## src/rtl/apb_pkg.sv

```systemverilog
// Shared definitions for the APB initiator and its address decoder:
// FSM state encoding, default bus widths and response error codes.
package apb_pkg;

    // Default bus widths
    localparam int APB_ADDR_WIDTH = 32;
    localparam int APB_DATA_WIDTH = 32;

    // FSM state encodings
    localparam logic [1:0] ST_IDLE_ENC   = 2'd0;
    localparam logic [1:0] ST_SETUP_ENC  = 2'd1;
    localparam logic [1:0] ST_ACCESS_ENC = 2'd2;
    localparam logic [1:0] ST_RESP_ENC   = 2'd3;

    typedef enum logic [1:0] {
        ST_IDLE   = ST_IDLE_ENC,
        ST_SETUP  = ST_SETUP_ENC,
        ST_ACCESS = ST_ACCESS_ENC,
        ST_RESP   = ST_RESP_ENC
    } apb_state_e;

    // Response codes, kept for a richer error port than the single err bit
    typedef enum logic [1:0] {
        RSP_OK          = 2'd0,
        RSP_DECODE_ERR  = 2'd1,
        RSP_TIMEOUT_ERR = 2'd2
    } apb_rsp_code_e;

endpackage

```

## src/rtl/apb_addr_decode.sv

```systemverilog
// Combinational region decoder: address >> REGION_SHIFT selects a slave.
// Produces the binary index, a one-hot select and an out-of-range flag.
// Also intended for reuse by the APB interconnect.
module apb_addr_decode #(
    parameter int ADDR_WIDTH   = 32,
    parameter int NUM_SLAVES   = 2,
    parameter int REGION_SHIFT = 8,
    parameter int IDX_W        = (NUM_SLAVES > 1) ? $clog2(NUM_SLAVES) : 1
) (
    input  logic [ADDR_WIDTH-1:0] addr,
    output logic [IDX_W-1:0]      idx,
    output logic [NUM_SLAVES-1:0] sel,
    output logic                  dec_err
);

    logic [ADDR_WIDTH-1:0] region_s;

    assign region_s = addr >> REGION_SHIFT;

    // Index, one-hot select and range check for the addressed region
    always_comb begin
        idx     = region_s[IDX_W-1:0];
        dec_err = (region_s >= ADDR_WIDTH'(NUM_SLAVES));
        sel     = {NUM_SLAVES{1'b0}};
        for (int k = 0; k < NUM_SLAVES; k++) begin
            if (region_s == ADDR_WIDTH'(k)) begin
                sel[k] = 1'b1;
            end else begin
                sel[k] = 1'b0;
            end
        end
    end

endmodule

```

## src/rtl/apb_master.sv

```systemverilog
// APB initiator: converts single-beat local read/write commands into APB
// SETUP/ACCESS transfers, with address decode and a wait-state timeout.
// All outputs are registered; cmd_ready is registered from the next state.
module apb_master
    import apb_pkg::*;
#(
    parameter int ADDR_WIDTH     = APB_ADDR_WIDTH,
    parameter int DATA_WIDTH     = APB_DATA_WIDTH,
    parameter int NUM_SLAVES     = 2,
    parameter int REGION_SHIFT   = 8,
    parameter int TIMEOUT_CYCLES = 16
) (
    input  logic                             pclk_i,
    input  logic                             prst_i,
    input  logic                             cmd_valid_i,
    output logic                             cmd_ready_o,
    input  logic                             cmd_write_i,
    input  logic [ADDR_WIDTH-1:0]            cmd_addr_i,
    input  logic [DATA_WIDTH-1:0]            cmd_wdata_i,
    output logic                             rsp_valid_o,
    output logic [DATA_WIDTH-1:0]            rsp_rdata_o,
    output logic                             rsp_err_o,
    output logic [ADDR_WIDTH-1:0]            paddr_o,
    output logic [NUM_SLAVES-1:0]            psel_o,
    output logic                             penable_o,
    output logic                             pwrite_o,
    output logic [DATA_WIDTH-1:0]            pwdata_o,
    input  logic [NUM_SLAVES-1:0]            pready_i,
    input  logic [NUM_SLAVES*DATA_WIDTH-1:0] prdata_i
);

    localparam int IDX_W = (NUM_SLAVES > 1) ? $clog2(NUM_SLAVES) : 1;
    localparam int CNT_W = $clog2(TIMEOUT_CYCLES + 1);
    localparam logic [CNT_W-1:0] CNT_LIMIT = CNT_W'(TIMEOUT_CYCLES);

    apb_state_e state_r, state_nxt_s;

    logic                  cmd_ready_r,   cmd_ready_nxt_s;
    logic                  rsp_valid_r,   rsp_valid_nxt_s;
    logic [DATA_WIDTH-1:0] rsp_rdata_r,   rsp_rdata_nxt_s;
    logic                  rsp_err_r,     rsp_err_nxt_s;
    logic [ADDR_WIDTH-1:0] paddr_r,       paddr_nxt_s;
    logic [NUM_SLAVES-1:0] psel_r,        psel_nxt_s;
    logic                  penable_r,     penable_nxt_s;
    logic                  pwrite_r,      pwrite_nxt_s;
    logic [DATA_WIDTH-1:0] pwdata_r,      pwdata_nxt_s;
    logic [IDX_W-1:0]      idx_r,         idx_nxt_s;
    logic [CNT_W-1:0]      cnt_r,         cnt_nxt_s;

    logic [IDX_W-1:0]      dec_idx_s;
    logic [NUM_SLAVES-1:0] dec_sel_s;
    logic                  dec_err_s;
    logic                  accept_s;
    logic                  sel_ready_s;
    logic [DATA_WIDTH-1:0] sel_rdata_s;
    logic [CNT_W-1:0]      cnt_inc_s;

    apb_addr_decode #(
        .ADDR_WIDTH   (ADDR_WIDTH),
        .NUM_SLAVES   (NUM_SLAVES),
        .REGION_SHIFT (REGION_SHIFT),
        .IDX_W        (IDX_W)
    ) u_decode (
        .addr    (cmd_addr_i),
        .idx     (dec_idx_s),
        .sel     (dec_sel_s),
        .dec_err (dec_err_s)
    );

    assign accept_s    = cmd_valid_i & cmd_ready_r;
    assign sel_ready_s = pready_i[idx_r];
    assign sel_rdata_s = prdata_i[idx_r*DATA_WIDTH +: DATA_WIDTH];
    assign cnt_inc_s   = cnt_r + {{(CNT_W-1){1'b0}}, 1'b1};

    // Next-state and next-output logic for the transfer FSM
    always_comb begin
        state_nxt_s     = state_r;
        rsp_valid_nxt_s = 1'b0;
        rsp_rdata_nxt_s = rsp_rdata_r;
        rsp_err_nxt_s   = rsp_err_r;
        paddr_nxt_s     = paddr_r;
        psel_nxt_s      = psel_r;
        penable_nxt_s   = penable_r;
        pwrite_nxt_s    = pwrite_r;
        pwdata_nxt_s    = pwdata_r;
        idx_nxt_s       = idx_r;
        cnt_nxt_s       = cnt_r;

        case (state_r)
            ST_IDLE: begin
                psel_nxt_s    = {NUM_SLAVES{1'b0}};
                penable_nxt_s = 1'b0;
                cnt_nxt_s     = {CNT_W{1'b0}};
                if (accept_s) begin
                    if (dec_err_s) begin
                        // Unmapped region: answer immediately, no bus cycle
                        state_nxt_s     = ST_RESP;
                        rsp_valid_nxt_s = 1'b1;
                        rsp_err_nxt_s   = 1'b1;
                        rsp_rdata_nxt_s = {DATA_WIDTH{1'b0}};
                    end else begin
                        state_nxt_s  = ST_SETUP;
                        paddr_nxt_s  = cmd_addr_i;
                        pwrite_nxt_s = cmd_write_i;
                        pwdata_nxt_s = cmd_write_i ? cmd_wdata_i : {DATA_WIDTH{1'b0}};
                        psel_nxt_s   = dec_sel_s;
                        idx_nxt_s    = dec_idx_s;
                    end
                end else begin
                    state_nxt_s = ST_IDLE;
                end
            end
            ST_SETUP: begin
                state_nxt_s   = ST_ACCESS;
                penable_nxt_s = 1'b1;
                cnt_nxt_s     = {CNT_W{1'b0}};
            end
            ST_ACCESS: begin
                if (sel_ready_s) begin
                    // Ready takes priority over a coincident timeout
                    state_nxt_s     = ST_RESP;
                    psel_nxt_s      = {NUM_SLAVES{1'b0}};
                    penable_nxt_s   = 1'b0;
                    rsp_valid_nxt_s = 1'b1;
                    rsp_err_nxt_s   = 1'b0;
                    rsp_rdata_nxt_s = pwrite_r ? {DATA_WIDTH{1'b0}} : sel_rdata_s;
                end else if (cnt_inc_s == CNT_LIMIT) begin
                    state_nxt_s     = ST_RESP;
                    psel_nxt_s      = {NUM_SLAVES{1'b0}};
                    penable_nxt_s   = 1'b0;
                    rsp_valid_nxt_s = 1'b1;
                    rsp_err_nxt_s   = 1'b1;
                    rsp_rdata_nxt_s = {DATA_WIDTH{1'b0}};
                    cnt_nxt_s       = cnt_inc_s;
                end else begin
                    cnt_nxt_s = cnt_inc_s;
                end
            end
            ST_RESP: begin
                state_nxt_s   = ST_IDLE;
                psel_nxt_s    = {NUM_SLAVES{1'b0}};
                penable_nxt_s = 1'b0;
                cnt_nxt_s     = {CNT_W{1'b0}};
            end
            default: begin
                state_nxt_s   = ST_IDLE;
                psel_nxt_s    = {NUM_SLAVES{1'b0}};
                penable_nxt_s = 1'b0;
                cnt_nxt_s     = {CNT_W{1'b0}};
            end
        endcase

        cmd_ready_nxt_s = (state_nxt_s == ST_IDLE);
    end

    // FSM state register
    always_ff @(posedge pclk_i) begin
        if (prst_i) begin
            state_r <= ST_IDLE;
        end else begin
            state_r <= state_nxt_s;
        end
    end

    // Registered outputs, captured command and wait-state counter
    always_ff @(posedge pclk_i) begin
        if (prst_i) begin
            cmd_ready_r <= 1'b0;
            rsp_valid_r <= 1'b0;
            rsp_rdata_r <= {DATA_WIDTH{1'b0}};
            rsp_err_r   <= 1'b0;
            paddr_r     <= {ADDR_WIDTH{1'b0}};
            psel_r      <= {NUM_SLAVES{1'b0}};
            penable_r   <= 1'b0;
            pwrite_r    <= 1'b0;
            pwdata_r    <= {DATA_WIDTH{1'b0}};
            idx_r       <= {IDX_W{1'b0}};
            cnt_r       <= {CNT_W{1'b0}};
        end else begin
            cmd_ready_r <= cmd_ready_nxt_s;
            rsp_valid_r <= rsp_valid_nxt_s;
            rsp_rdata_r <= rsp_rdata_nxt_s;
            rsp_err_r   <= rsp_err_nxt_s;
            paddr_r     <= paddr_nxt_s;
            psel_r      <= psel_nxt_s;
            penable_r   <= penable_nxt_s;
            pwrite_r    <= pwrite_nxt_s;
            pwdata_r    <= pwdata_nxt_s;
            idx_r       <= idx_nxt_s;
            cnt_r       <= cnt_nxt_s;
        end
    end

    assign cmd_ready_o = cmd_ready_r;
    assign rsp_valid_o = rsp_valid_r;
    assign rsp_rdata_o = rsp_rdata_r;
    assign rsp_err_o   = rsp_err_r;
    assign paddr_o     = paddr_r;
    assign psel_o      = psel_r;
    assign penable_o   = penable_r;
    assign pwrite_o    = pwrite_r;
    assign pwdata_o    = pwdata_r;

endmodule
```

## config.mk

```make
export PLATFORM = sky130hd
export DESIGN_NAME = apb_master
export DESIGN_NICKNAME = d
export VERILOG_FILES = /design/src/rtl/apb_pkg.sv /design/src/rtl/apb_addr_decode.sv /design/src/rtl/apb_master.sv
export SDC_FILE = /design/constraint.sdc
export NUM_CORES = 1
export LEC_CHECK = 0
export ABC_AREA = 1
export BUFFER_PORTS_ARGS = -buffer_cell sky130_fd_sc_hd__buf_2
export CAP_MARGIN = 40
export CORE_MARGIN = 10
export CORE_UTILIZATION = 50
export DETAILED_ROUTE_END_ITERATION = 16
export GPL_TIMING_DRIVEN = 1
export PLACE_DENSITY = 0.85
export SKIP_LAST_GASP = 1
export SLEW_MARGIN = 20
export SYNTH_ARGS = -nofsm -noshare
export SYNTH_HDL_FRONTEND = slang
export SYNTH_HIERARCHICAL = 1
export SYNTH_SLANG_ARGS = --single-unit
```

## constraint.sdc

```tcl
create_clock -name pclk_i -period 4 [get_ports pclk_i]
set_input_delay 0.2 -clock pclk_i [delete_from_list [all_inputs] [get_ports pclk_i]]
set_output_delay 0.2 -clock pclk_i [all_outputs]
set_load 0.01 [all_outputs]
```

### After elaboration in Yosys (flattened, before gate mapping)

Index checks and enable logic that the tools add are counted.

* register bits after elaboration: 111
* bits of input ports: 134
* output and inout bits: 103
* logic and storage cells: 73

* add/subtract/negate cells: 1
* order comparisons: 2
* eq/ne operators: 9
* shift-type cells: 1
* muxes and demuxes: 36
* bitwise operators: 2
* reductions and logical operators: 10

Operators with widths (count)
* two-way mux 32 bit: 6
* case mux 32 bit (2 select lines): 1
* variable part select 64 x 7 -> 32 bit: 1
* logical NOT 32 bit: 1
* == test 24 x 1 -> 1 bit, second input constant: 1
* greater-or-equal comparator 24 x 2 -> 1 bit, second input constant: 1
* two-way mux 2 bit: 8
* two-way mux 1 bit: 14
* case mux 5 bit (2 select lines): 1
* case mux 2 bit (4 select lines): 1
* inequality test 2 bit, second input constant: 3
* case mux 2 bit (3 select lines): 1
* adder 5 x 1 -> 5 bit, second input constant: 1
* == test 5 bit, second input constant: 1
* two-way mux 5 bit: 1
* == test 2 bit, second input constant: 2
* logical NOT 2 bit: 2
* case mux 1 bit (2 select lines): 2
* AND reduction 4 bit: 1
* inequality test 3 bit, second input constant: 1
* case mux 1 bit (3 select lines): 1
* AND reduction 3 bit: 1
* nonzero test 3 bit: 1
* OR reduction 3 bit: 1
* other kinds (7): 7

### Logic depth before layout (Yosys ltp)

* depth in word-level cells: 6
* gate-level depth with buffers: 11
* mapped depth without buffers: 10

### Modules after synthesis

Netlist, hierarchy kept.

By module, submodules not included
* apb_master: instances 1, cells each 657, area an instance 4923.5 µm², sequential area each 2222.1 µm²
* apb_addr_decode: instances 1, cells each 37, area an instance 156.4 µm², sequential area each 0.0 µm²

### Worst setup path before layout

Ideal clock, no wire load.

* path kind: register to register
* from: register state_r[0]
* to: register rsp_rdata_r[0] (netlist: rsp_rdata_o[0])
* library setup time: 64 ps
* arrival: 1486 ps
* required time: 3936 ps
* path slack: 2450 ps
* cell stages (with the launch flop): 12
* buffers on the path: 1
* period minus slack after synthesis: 1550 ps
* path through: dfxtp_1 > inv_1 > ha_1 > inv_2 > nor2_8 > inv_4 > nor2_8 > inv_4 > buf_6 > nor2_2 > nor2_1 > nor2_1

* cells in the longest elaborated chain, start to end: 3
* elaborated cells on any way between the ends: 8
* those cells by class: eq/ne (4); mux (1); reduce/logical (3)

RTL lines
* start, declared: RTL line apb_master.sv:36 `apb_state_e state_r, state_nxt_s;`
* start signal, assigned: RTL line apb_master.sv:161 `state_r <= state_nxt_s;`
* == test 2 bit / logical NOT 2 bit (equally long branches): RTL line apb_master.sv:89 `case (state_r)`
* inequality test 3 bit (no source line) (tied with other cells)
* AND reduction 4 bit (no source line)
* end signal, assigned: RTL line apb_master.sv:170 `rsp_rdata_r <= {DATA_WIDTH{1'b0}};`
* end signal, assigned: RTL line apb_master.sv:182 `rsp_rdata_r <= rsp_rdata_nxt_s;`
* end, declared: RTL line apb_master.sv:40 `logic [DATA_WIDTH-1:0] rsp_rdata_r, rsp_rdata_nxt_s;`

Several ways; a longest one is shown, not always the timed one.
A chain may end at the register's enable or synchronous reset.

### Worst setup path after layout

* from: register cnt_r[0]
* to: register rsp_rdata_r[23] (netlist: rsp_rdata_o[23])

* cells in the longest elaborated chain, start to end: 4

RTL lines
* start, declared: RTL line apb_master.sv:48 `logic [CNT_W-1:0] cnt_r, cnt_nxt_s;`
* start signal, assigned: RTL line apb_master.sv:178 `cnt_r <= {CNT_W{1'b0}};`
* start signal, assigned: RTL line apb_master.sv:190 `cnt_r <= cnt_nxt_s;`
* adder 5 x 1 -> 5 bit: RTL line apb_master.sv:73 `assign cnt_inc_s = cnt_r + {{(CNT_W-1){1'b0}}, 1'b1};`
* == test 5 bit: RTL line apb_master.sv:127 `end else if (cnt_inc_s == CNT_LIMIT) begin`
* inequality test 3 bit (no source line)
* AND reduction 4 bit (no source line)

Every way passes these cells.

==> flow_summary.json <==
{
  "status": "finished clean",
  "post_route_cells_drive_above_1_share_pct": 33.41,
  "worst_hold_check_path_type": "in -> reg",
  "first_global_vias": 4947,
  "route.detailed.drc": 0,
  "cp-start-kind": "flop",
  "coreArea_um2": 9819,
  "cts_htree_levels": 3,
  "power.total_w": 0.002570,
  "maximum_number_of_buffers_from_clock_root_to_sink": 2,
  "vdd.ir_drop.worst_mv": 0.1835,
  "yosys_warnings": 6,
  "critical_path_class": "reg -> reg",
  "floorplan.die.width_um": 120.8,
  "pin_count_of_the_biggest_net_entering_global_routing": 67,
  "stdcell_area_um2": 6476,
  "post_cts_resized": 0,
  "gp_congestion": 0.8203,
  "tritoncts": "built",
  "clock_skew_ns": 0.01580,
  "simple_gate_area_share_of_the_yosys_netlist_pct": 30.86,
  "placement.io_buffers": 236,
  "number_of_flops_mapped_to_enable_cells_by_yosys": 0,
  "synthMuxAreaShare_pct": 6.527,
  "synth.top_cell.area_share_pct": 43.74,
  "drt_wl_total_mm": 14.78,
  "count_of_vias_placed_by_the_detailed_router": 5011,
  "slew_of_the_pin_with_the_lowest_slew_margin_ns": 0.7706,
  "antennaDiodeCount": 0,
  "detailed_place.area_um2": 6266,
  "arrival_worst_endpoint_ns": 2.34,
  "synth_compound_area_share_pct": 9.236,
  "critical-path-max-stage-delay_ns": 0.44,
  "synth_fa_ha_area_share_pct": 1.478,
  "cts_root_buf": "sky130_fd_sc_hd__clkbuf_8",
  "synth.largest_area_cell": "sky130_fd_sc_hd__dfxtp_1",
  "cts_made_buffers": 9,
  "area.growth.synth_to_final_pct": 27.49,
  "timing.slew.headroom_pct": 48.63,
  "final.period_utilization_pct": 52.42,
  "yosys_register_bits": 111,
  "global_route.usage.total_pct": 19.30,
  "global_route.overflow_total": 0,
  "dieHeight_um": 120.8,
  "design.portCount": 237,
  "floorplan.initialDensity_pct": 51.73,
  "unrepaired_setup_endpoints_after_global_routing": "false",
  "fin_crit_ns": 2.097,
  "fin_setup_tns_ns": 0,
  "critical_path_buf_inv_count": 0,
  "synth_top_family_by_area": "simple AND/OR/NAND/NOR gates",
  "fin_nets": 1042,
  "crit_fanout": 46,
  "max_cap_violations": 0,
  "cells_along_the_critical_path": "ha_1 > nand3_1 > nand2_1 > nand2_1 > nand3_2 > nand3_4 > nand2_4 > nand2_1 > nand2_1 > nor2_1",
  "report.final.slew_viol_count": 0,
  "tritoncts_num_sinks": 111,
  "placementRows": 36,
  "worst_ep_required_time_ns": 4.25,
  "power_leakage_nw": 3.286,
  "hold_violations": 0,
  "synth.yosys.seq_area_share_pct": 43.74,
  "critical-path-slowest-cell": "sky130_fd_sc_hd__nand2_4",
  "netlist-cell-type-count": 28,
  "timing.critical_path.max_delay_family": "simple AND/OR/NAND/NOR gates",
  "power_density_nw_per_um2": 396.8,
  "yosysMostFrequentCell": "sky130_fd_sc_hd__nor2_1",
  "number_of_violations_reported_at_the_end_of_detailed_routing_iteration_0": 329,
  "number_of_vias_per_cell_after_detailed_routing": 4.818,
  "syn-num-nets": 834,
  "die_area_um2": 14590,
  "ant_nets": 0,
  "end_kind": "flop",
  "post_synth.cell_area_avg_um2": 7.320,
  "max_freq_mhz": 476.9,
  "post_synth_inst_count": 694,
  "place_hpwl_mm": 11.30,
  "cts.clk_slew.worst_paths_ns": 0.11,
  "final_util_pct": 65.95,
  "synth_xor_xnor_area_share_pct": 0,
  "grt_pass1_wl_mm": 23.52,
  "synth.top_cells.by_count": "150 x sky130_fd_sc_hd__nor2_1, 129 x sky130_fd_sc_hd__nand2_1, 111 x sky130_fd_sc_hd__dfxtp_1, 52 x sky130_fd_sc_hd__nand3_1, 51 x sky130_fd_sc_hd__a21oi_1",
  "synthFlopType": "sky130_fd_sc_hd__dfxtp_1",
  "holdWs_ns": 0.05438,
  "synthesis.area_um2": 5080,
  "cp_common_cell": "sky130_fd_sc_hd__nand2_1",
  "report.final.setup_viol": 0,
  "route.detailed.wl_per_inst_um": 14.21,
  "worst_skew_pair_latency_ns": 0.36,
  "top_post_synthesis_cells_by_area": "sky130_fd_sc_hd__dfxtp_1 44%, sky130_fd_sc_hd__nor2_1 11%, sky130_fd_sc_hd__nand2_1 9.5%, sky130_fd_sc_hd__nand3_1 5.1%, sky130_fd_sc_hd__a21oi_1 5.0%",
  "antenna_found_initial": 0,
  "detailed_routing_iteration_count_for_the_pre_antenna_repair_pass": 5,
  "post_cts.repair.setup_buffers": 0,
  "cts_hold_buf": 0,
  "synthArstFlopShare_pct": 0
}
tightest hold or removal path: stages:
cell and delay (ns):
sky130_fd_sc_hd__buf_2 0.07, sky130_fd_sc_hd__nor2_1 0.03, sky130_fd_sc_hd__nor2_1 0.08
metal layers:
metal  global-route usage [%]  part of all wire (%)  vias to the layer above  wire [um]
met5                        0                     0                        -          0
met4                    4.374                   1.2                        0        172
met3                    10.24                    12                       10       1770
met2                    32.22                    47                      186       6941
met1                    21.27                    40                     2198       5898
li1                         -                     -                     2617          -
cell families (layout without fill, tap and decap cells):
kind of cell	count (synthesis)	in the layout
AND/OR/NAND/NOR	364	364
flip-flops	111	111
AO/OA/AOI/OAI	91	91
buffers and inverters	90	303
multiplexers	32	32
adder cells (fa/ha/maj)	6	6
power by group:
| part | leakage [nW] | switching [W] | internal, W |
|---|---|---|---|
| clock | 0.110 | 0.000393 | 0.000318 |
| sequential | 0.899 | 0.0000447 | 0.00120 |
| combinational | 2.28 | 0.000375 | 0.000242 |
| total | 3.29 | 0.000812 | 0.00176 |
layout by cell type (no fill, tap or decap), types with 2 or more instances in the layout:
master | synthesis | final
sky130_fd_sc_hd__clkbuf_8 | 0 | 10
sky130_fd_sc_hd__o21ai_0 | 37 | 37
sky130_fd_sc_hd__inv_1 | 41 | 40
sky130_fd_sc_hd__inv_4 | 2 | 2
sky130_fd_sc_hd__nor2_1 | 150 | 149
sky130_fd_sc_hd__dfxtp_1 | 111 | 110
sky130_fd_sc_hd__nor2_8 | 2 | 2
sky130_fd_sc_hd__nand3_1 | 52 | 52
sky130_fd_sc_hd__buf_2 | 15 | 236
sky130_fd_sc_hd__inv_2 | 1 | 3
sky130_fd_sc_hd__nand4_1 | 4 | 4
sky130_fd_sc_hd__mux2_2 | 9 | 9
sky130_fd_sc_hd__buf_4 | 6 | 4
sky130_fd_sc_hd__inv_6 | 0 | 3
sky130_fd_sc_hd__ha_1 | 6 | 6
sky130_fd_sc_hd__mux2i_1 | 23 | 23
sky130_fd_sc_hd__buf_12 | 0 | 2
sky130_fd_sc_hd__nand2_4 | 2 | 2
sky130_fd_sc_hd__a21oi_1 | 51 | 51
sky130_fd_sc_hd__nor2_2 | 22 | 22
sky130_fd_sc_hd__nand2_1 | 129 | 129
final cells by class:
cell class / count / area, um^2
fill: 901 / 3343
multi-input combinational: 493 / 2451
sequential: 111 / 2223
timing repair buffer: 242 / 1251
inverter: 45 / 173.9
tap: 133 / 166.4
clock buffer: 10 / 137.6
clock inverter: 6 / 72.57
registers in the layout (all words and copies together), names as in the netlist:
name,cells
paddr_o,32
pwdata_o,32
rsp_rdata_o,32
cnt_r,5
psel_o,2
state_r,2
cmd_ready_o,1
idx_r,1
penable_o,1
pwrite_o,1
rsp_err_o,1
rsp_valid_o,1
worst paths after layout:
kind                                           startpoint                      endpoint  cells past startpoint  slack, ns
worst min-delay path                        cmd_addr_i[4]       paddr_o[4]$_SDFFE_PP0P_                      3       0.05
worst max register to register      cnt_r[0]$_SDFFE_PP0P_  rsp_rdata_o[23]$_SDFFE_PP0P_                     10       1.90
worst max-delay path                cnt_r[0]$_SDFFE_PP0P_  rsp_rdata_o[23]$_SDFFE_PP0P_                     10       1.90
worst min register to register  pwdata_o[16]$_SDFFE_PP0P_     pwdata_o[16]$_SDFFE_PP0P_                      2       0.46
through the flow:
stage / std cells / setup slack (ns)
floorplan: 694 / 2.450
global route: 1040 / 1.701
CTS: 1040 / 1.896
detailed placement: 1024 / 1.981
finish: 1040 / 1.903
global placement: 1022 / 1.920
No activity file was read; power rests on OpenSTA's default activity.
